**config.mk**
```make
export PLATFORM = sky130hd
export DESIGN_NAME = div_sched
export DESIGN_NICKNAME = d
export VERILOG_FILES = /design/src/rtl/div_sched_pkg.sv /design/src/rtl/div_sched_rr_arbiter.sv /design/src/rtl/div_sched.sv
export SDC_FILE = /design/constraint.sdc
export NUM_CORES = 1
export LEC_CHECK = 0
export CAP_MARGIN = 40
export CELL_PAD_IN_SITES_DETAIL_PLACEMENT = 0
export CELL_PAD_IN_SITES_GLOBAL_PLACEMENT = 1
export CORE_MARGIN = 2
export CORE_UTILIZATION = 40
export DETAILED_ROUTE_END_ITERATION = 8
export PLACE_DENSITY_LB_ADDON = 0.1
export SYNTH_ARGS = -nofsm -noshare
export SYNTH_HDL_FRONTEND = slang
export SYNTH_HIERARCHICAL = 1
export SYNTH_SLANG_ARGS = --single-unit
```
**constraint.sdc**
```tcl
create_clock -name clk -period 5.56 [get_ports clk]
set_clock_uncertainty 0.2 [all_clocks]
set_input_delay 0.834 -clock clk [delete_from_list [all_inputs] [get_ports clk]]
set_output_delay 0.834 -clock clk [all_outputs]
set_load 0.05 [all_outputs]
```
**src/rtl/div_sched_pkg.sv**
```systemverilog
// Shared types and default constants for the divider scheduler.
// The state encoding is common to the scheduler and any checker bound to it.
package div_sched_pkg;

  localparam int DEF_NREQ    = 2;
  localparam int DEF_W       = 4;
  localparam int DEF_TIMEOUT = 31;

  // Wide enough for any supported operand width; users slice [W-1:0].
  localparam logic [63:0] DBZ_Q = {64{1'b1}};

  typedef enum logic [2:0] {
    ST_IDLE  = 3'd0,
    ST_GRANT = 3'd1,
    ST_ISSUE = 3'd2,
    ST_WAIT  = 3'd3,
    ST_RESP  = 3'd4
  } state_t;

endpackage

```
**src/rtl/div_sched_rr_arbiter.sv**
```systemverilog
// Combinational round-robin pick: first set request searching upward from ptr+1.
// Returns the winner both one-hot and encoded.
module rr_arbiter
  import div_sched_pkg::*;
#(
  parameter int NREQ = DEF_NREQ,
  parameter int IDW  = $clog2(NREQ)
) (
  input  logic [NREQ-1:0] i_req,
  input  logic [IDW-1:0]  i_ptr,
  output logic [NREQ-1:0] o_sel,
  output logic [IDW-1:0]  o_idx
);

  logic [IDW-1:0]  w_ix [NREQ];
  logic [NREQ-1:0] w_hit;
  logic            w_found;

  // Walk the candidates in priority order; the first hit masks all later ones.
  always_comb begin
    o_sel   = '0;
    o_idx   = '0;
    w_hit   = '0;
    w_found = 1'b0;
    w_ix    = '{default: '0};
    for (int k = 0; k < NREQ; k++) begin
      w_ix[k]        = IDW'((int'(i_ptr) + k + 32'sd1) % NREQ);
      w_hit[k]       = ~w_found & i_req[w_ix[k]];
      o_sel[w_ix[k]] = o_sel[w_ix[k]] | w_hit[k];
      o_idx          = o_idx | (w_ix[k] & {IDW{w_hit[k]}});
      w_found        = w_found | w_hit[k];
    end
  end

endmodule

```
**src/rtl/div_sched.sv**
```systemverilog
// Round-robin scheduler sharing one iterative divider among NREQ requesters.
// Divide-by-zero is answered locally; a missing div_done is reported as a timeout.
module div_sched
  import div_sched_pkg::*;
#(
  parameter int NREQ    = DEF_NREQ,
  parameter int W       = DEF_W,
  parameter int TIMEOUT = DEF_TIMEOUT,
  parameter int IDW     = $clog2(NREQ)
) (
  input  logic              clk,
  input  logic              rst_n,
  input  logic [NREQ-1:0]   req,
  input  logic [NREQ*W-1:0] req_a,
  input  logic [NREQ*W-1:0] req_b,
  output logic [NREQ-1:0]   gnt,
  output logic              busy,
  output logic              rsp_valid,
  output logic [IDW-1:0]    rsp_id,
  output logic [W-1:0]      rsp_q,
  output logic [W:0]        rsp_r,
  output logic              rsp_dbz,
  output logic              rsp_tmo,
  output logic              div_start,
  output logic [W-1:0]      div_a,
  output logic [W-1:0]      div_b,
  input  logic              div_done,
  input  logic [W-1:0]      div_q,
  input  logic [W:0]        div_r
);

  localparam int CW = $clog2(TIMEOUT + 1);

  state_t            r_state;
  logic [IDW-1:0]    r_ptr;
  logic [IDW-1:0]    r_id;
  logic [W-1:0]      r_a;
  logic [W-1:0]      r_b;
  logic [CW-1:0]     r_cnt;
  logic [NREQ-1:0]   r_gnt;
  logic              r_busy;
  logic              r_rsp_valid;
  logic [IDW-1:0]    r_rsp_id;
  logic [W-1:0]      r_rsp_q;
  logic [W:0]        r_rsp_r;
  logic              r_rsp_dbz;
  logic              r_rsp_tmo;
  logic              r_div_start;
  logic [W-1:0]      r_div_a;
  logic [W-1:0]      r_div_b;

  logic [NREQ-1:0]   w_sel;
  logic [IDW-1:0]    w_idx;
  logic [W-1:0]      w_a;
  logic [W-1:0]      w_b;

  rr_arbiter #(
    .NREQ (NREQ),
    .IDW  (IDW)
  ) u_arb (
    .i_req (req),
    .i_ptr (r_ptr),
    .o_sel (w_sel),
    .o_idx (w_idx)
  );

  // Operand mux driven by the one-hot winner.
  always_comb begin
    w_a = '0;
    w_b = '0;
    for (int k = 0; k < NREQ; k++) begin
      w_a = w_a | (req_a[k*W +: W] & {W{w_sel[k]}});
      w_b = w_b | (req_b[k*W +: W] & {W{w_sel[k]}});
    end
  end

  // Scheduler FSM; every output is a register updated on the state transition.
  always_ff @(posedge clk or negedge rst_n) begin
    if (!rst_n) begin
      r_state     <= ST_IDLE;
      r_ptr       <= IDW'(NREQ - 1);
      r_id        <= '0;
      r_a         <= '0;
      r_b         <= '0;
      r_cnt       <= '0;
      r_gnt       <= '0;
      r_busy      <= 1'b0;
      r_rsp_valid <= 1'b0;
      r_rsp_id    <= '0;
      r_rsp_q     <= '0;
      r_rsp_r     <= '0;
      r_rsp_dbz   <= 1'b0;
      r_rsp_tmo   <= 1'b0;
      r_div_start <= 1'b0;
      r_div_a     <= '0;
      r_div_b     <= '0;
    end else begin
      r_gnt       <= '0;
      r_div_start <= 1'b0;
      r_rsp_valid <= 1'b0;
      case (r_state)
        ST_IDLE: begin
          if (|req) begin
            r_state <= ST_GRANT;
            r_busy  <= 1'b1;
            r_gnt   <= w_sel;
            r_a     <= w_a;
            r_b     <= w_b;
            r_ptr   <= w_idx;
            r_id    <= w_idx;
          end else begin
            r_state <= ST_IDLE;
            r_busy  <= 1'b0;
          end
        end
        ST_GRANT: begin
          if (r_b == '0) begin
            r_state     <= ST_RESP;
            r_rsp_valid <= 1'b1;
            r_rsp_id    <= r_id;
            r_rsp_q     <= DBZ_Q[W-1:0];
            r_rsp_r     <= {1'b0, r_a};
            r_rsp_dbz   <= 1'b1;
            r_rsp_tmo   <= 1'b0;
          end else begin
            r_state     <= ST_ISSUE;
            r_div_start <= 1'b1;
            r_div_a     <= r_a;
            r_div_b     <= r_b;
          end
        end
        ST_ISSUE: begin
          r_state <= ST_WAIT;
          r_cnt   <= '0;
        end
        ST_WAIT: begin
          // A done in the final counted cycle still wins over the timeout.
          if (div_done) begin
            r_state     <= ST_RESP;
            r_rsp_valid <= 1'b1;
            r_rsp_id    <= r_id;
            r_rsp_q     <= div_q;
            r_rsp_r     <= div_r;
            r_rsp_dbz   <= 1'b0;
            r_rsp_tmo   <= 1'b0;
          end else if (r_cnt == CW'(TIMEOUT)) begin
            r_state     <= ST_RESP;
            r_rsp_valid <= 1'b1;
            r_rsp_id    <= r_id;
            r_rsp_q     <= '0;
            r_rsp_r     <= '0;
            r_rsp_dbz   <= 1'b0;
            r_rsp_tmo   <= 1'b1;
          end else begin
            r_cnt <= r_cnt + CW'(1);
          end
        end
        ST_RESP: begin
          r_state   <= ST_IDLE;
          r_busy    <= 1'b0;
          r_rsp_id  <= '0;
          r_rsp_q   <= '0;
          r_rsp_r   <= '0;
          r_rsp_dbz <= 1'b0;
          r_rsp_tmo <= 1'b0;
        end
        default: begin
          r_state <= ST_IDLE;
          r_busy  <= 1'b0;
        end
      endcase
    end
  end

  assign gnt       = r_gnt;
  assign busy      = r_busy;
  assign rsp_valid = r_rsp_valid;
  assign rsp_id    = r_rsp_id;
  assign rsp_q     = r_rsp_q;
  assign rsp_r     = r_rsp_r;
  assign rsp_dbz   = r_rsp_dbz;
  assign rsp_tmo   = r_rsp_tmo;
  assign div_start = r_div_start;
  assign div_a     = r_div_a;
  assign div_b     = r_div_b;

endmodule

```
==> summary.md <==
| Metric | Value |
|---|---|
| Non-Filler Instances | `301` |
| Portion of netlist area occupied by mux cells | `about 8.6%` |
| Worst VDD drop | `~0.28 mV` |
| TritonRoute pass-1 iters | `2` |
| Top cells by area, synth | `dfrtp_1, mux2_4, a21oi_1` |
| Dpl cells | `293` |
| GRT overflow | `0` |
| HP Class | `primary input to async pin` |
| Final nets | `262` |
| # diodes | `0` |
| Synthesis Warnings | `6` |
| Vias per cell | `4.963` |
| Initial antenna violation count | `0` |
| DRT iter0 DRCs | `58` |
| Die width | `75.47 microns` |
| Synth cell types | `39` |
| Slowest CP cell | `clkdlybuf4s50_1` |
| Mapped Nets | `211` |
| Leakage power | `0.001159 uW` |
| Post-synth top cells | `dfrtp_1, a21oi_1, nand2_1` |
| Worst path depth | `1` |
| Pwr Density | `631.8 mW/mm^2` |
| Post-Synth Adder-Cell Area | `1.225%` |
| RSZ-0062 raised after global routing | `no` |
| Crit path cell chain | `clkdlybuf4s50_1` |
| Initial Util | `40.78%` |
| Sink Count | `43` |
| Count leader, synth | `dfrtp_1` |
| Synth Instances | `179` |
| Detail Route Antenna Nets | `0` |
| Post-Route WL | `4.209 mm` |
| Slew Limit Fails | `0` |
| Simple-gate share of the synthesized area | `14.21%` |
| Period minus WS final | `2.512 ns` |
| All-Layer GR Usage | `15.85%` |
| Synth top area share | `between 50% and 60%` |
| Detail-routed net length per standard cell | `~14 microns` |
| Worst Path Required | `between 4 and 5 ns` |
| Critical path buffers and inverters | `1` |
| Critical path endpoint category | `output port` |
| PortBufs | `54` |
| Post-synth EDFFs | `0` |
| Global placement routability congestion | `0.7099` |
| Final Hold Viols | `0` |
| Status | `complete, no violations` |
| Worst relative slew slack | `51.32%` |
| Die height | `75.47 microns` |
| Synth area leader | `dfrtp_1` |
| Drc violations | `0` |
| CTS tree | `yes` |
| Setup Buffers After CTS | `0` |
| Vias in the first global route | `approximately 1500` |
| Worst-Skew Late Latency | `0.29 ns` |
| Worst-margin pin slew | `~0.73 ns` |
| FFs w/ async S/R, synth | `100.0%` |
| Register area share after synthesis | `a little over half` |
| Reg2Reg Depth | `4` |
| Tcrit/Tclk final | `45.19%` |
| CTS Hold Bufs | `0` |
| Slowest stage delay, CP | `0.81 ns` |
| Io pins | `between 50 and 60` |
| First-pass GRT wire length | `6.768 mm` |
| Placement Rows | `26` |
| Mapped cell area | `0.002043 sq mm` |
| CTS resizes | `0` |
| Fillcell total | `slightly below 500` |
| Post-route cell area | `0.002700 sq mm` |
| Startpoint types | `flop` |
| Maximum clock path buffer count | `2` |
| Total Power | `1706 uW` |
| Largest net degree at the start of global routing | `31` |
| CTS Buf Count | `5` |
| Worst setup path class | `flop to output port` |
| MaxCap Viol Count | `0` |
| Area grow syn2layout | `32.15%` |
| Max Freq | `398.0 MHz` |
| Final setup violation count | `0` |
| Placed Area | `around 0.0026 sq mm` |
| Die ar. | `about 0.0057 sq mm` |
| Clock root cell | `clkbuf_8` |
| CTS clk-pin slew, worst paths | `around 0.080 ns` |
| Syn Area/Cell | `11.41 sq um` |
| Fraction of the mapped netlist area in compound gates | `18.13%` |
| Setup_tns | `0 ns` |
| Main combinational cell family by area after synthesis | `compound AO/OA/AOI/OAI gates` |
| H-tree Lvls | `2` |
| HPWL Detailed | `3.157 mm` |
| Vias | `between 1000 and 1500` |
| CP Data Arrival Time | `1.48 ns` |
| Share of layout cells above drive strength 1 | `13.85%` |
| Crit-path max FO | `2` |
| Most used DFF post-synth | `dfrtp_1` |
| #FFs+latches synth | `43` |
| Core box area | `0.005010 sq mm` |
| Worst path top cell family by delay | `buffers and inverters` |
| Synth Area in XOR/XNOR | `less than 1%` |
state kept, by name, indices dropped and copies added (netlist names):
signal / cells
div_b: 4
rsp_r: 5
rsp_id: 1
rsp_q: 4
r_id: 1
r_b: 4
gnt: 2
r_ptr: 1
busy: 1
r_cnt: 5
rsp_tmo: 1
r_state: 3
rsp_valid: 1
div_a: 4
rsp_dbz: 1
div_start: 1
r_a: 4
layer usage:
layer  vias up  wire length (microns)  GRT usage (%)
met5         -                      0              0
met4         0                     42          5.458
li1        740                      -              -
met3         4                    206          3.836
met1       709                   1925          20.44
met2        41                   2035          26.18
report_power, final:
part | leakage, uW | switching (uW) | internal (uW)
sequential | 0.000519 | 123 | 454
combinational | 0.000598 | 556 | 384
clock | 0.0000422 | 101 | 88.2
worst reg2reg max path, stage by stage (launching register included):
cell,delay (ns)
dfrtp_1,0.65
nor3b_2,0.58
a211oi_4,0.11
nor2_4,0.33
mux2_4,0.34
layout make-up:
cell class                      count  area, sq um  share of cell area, %
Timing Repair Buffer               56        560.5                  20.76
Tap cell                           70        87.58                  3.244
Inverter                            6        22.52                 0.8341
Multi-Input combinational cell    118        870.8                  32.25
Clock buffer                        7        76.32                  2.827
Sequential cell                    43         1077                  39.90
Clock inverter                      1        5.005                 0.1854
cell usage in the layout, fill, tap and decap left out:
master,instances
inv_1,6
buf_2,2
a21oi_1,21
a2111oi_0,2
mux2_2,5
ha_1,2
nand2b_1,4
and3b_1,1
o22a_1,1
dfstp_2,1
clkbuf_8,5
nand3_1,2
xor2_1,1
o41ai_1,1
a31o_2,1
and2_1,2
clkdlybuf4s50_1,53
nor3_4,2
a211oi_1,4
buf_12,1
nand3b_4,1
clkbuf_1,2
nor2_4,1
or2_1,1
and3_1,2
a211oi_4,1
clkinv_2,1
a21boi_0,1
nor2b_1,1
nor2_1,13
nor3b_2,1
a22oi_1,8
nor4_2,1
a21boi_1,1
a22o_1,7
mux2_4,8
nand2_1,14
o21ai_0,7
dfrtp_1,42
nor3b_4,1
cells by family after synthesis:
group / count (synthesis)
AOI/OAI and AO/OA: 55
xor gates and xnor gates: 1
adders and majority gates: 2
buffers and inverters: 18
DFF: 43
muxes: 13
and+or+nand+nor: 47
worst paths after layout:
| kind | startpoint | to | slack (ns) |
|---|---|---|---|
| min | rst_n | rsp_dbz | 0.23 |
| max | div_b[1] | div_b[1] | 3.05 |
| max reg2reg | r_state[2] | rsp_r[1] | 3.23 |
| max in group asynchronous | rst_n | r_ptr | 4.39 |
| min reg2reg | r_ptr | r_ptr | 0.30 |
| min in group clk | r_ptr | r_ptr | 0.30 |
through the flow:
| step | hold WS (ns) | utilization (%) | setup WS [ns] |
|---|---|---|---|
| after CTS | 0.2352 | 53.90 | 3.031 |
| after global routing | 0.2456 | 53.90 | 2.918 |
| final | 0.2330 | 53.90 | 3.048 |
| after detailed placement | 0.2902 | 52.27 | 2.754 |
| after global placement | 0.2737 | 51.77 | 2.774 |
| after floorplan | 0.2667 | - | 3.525 |
Power figures use the tool's default switching activity.
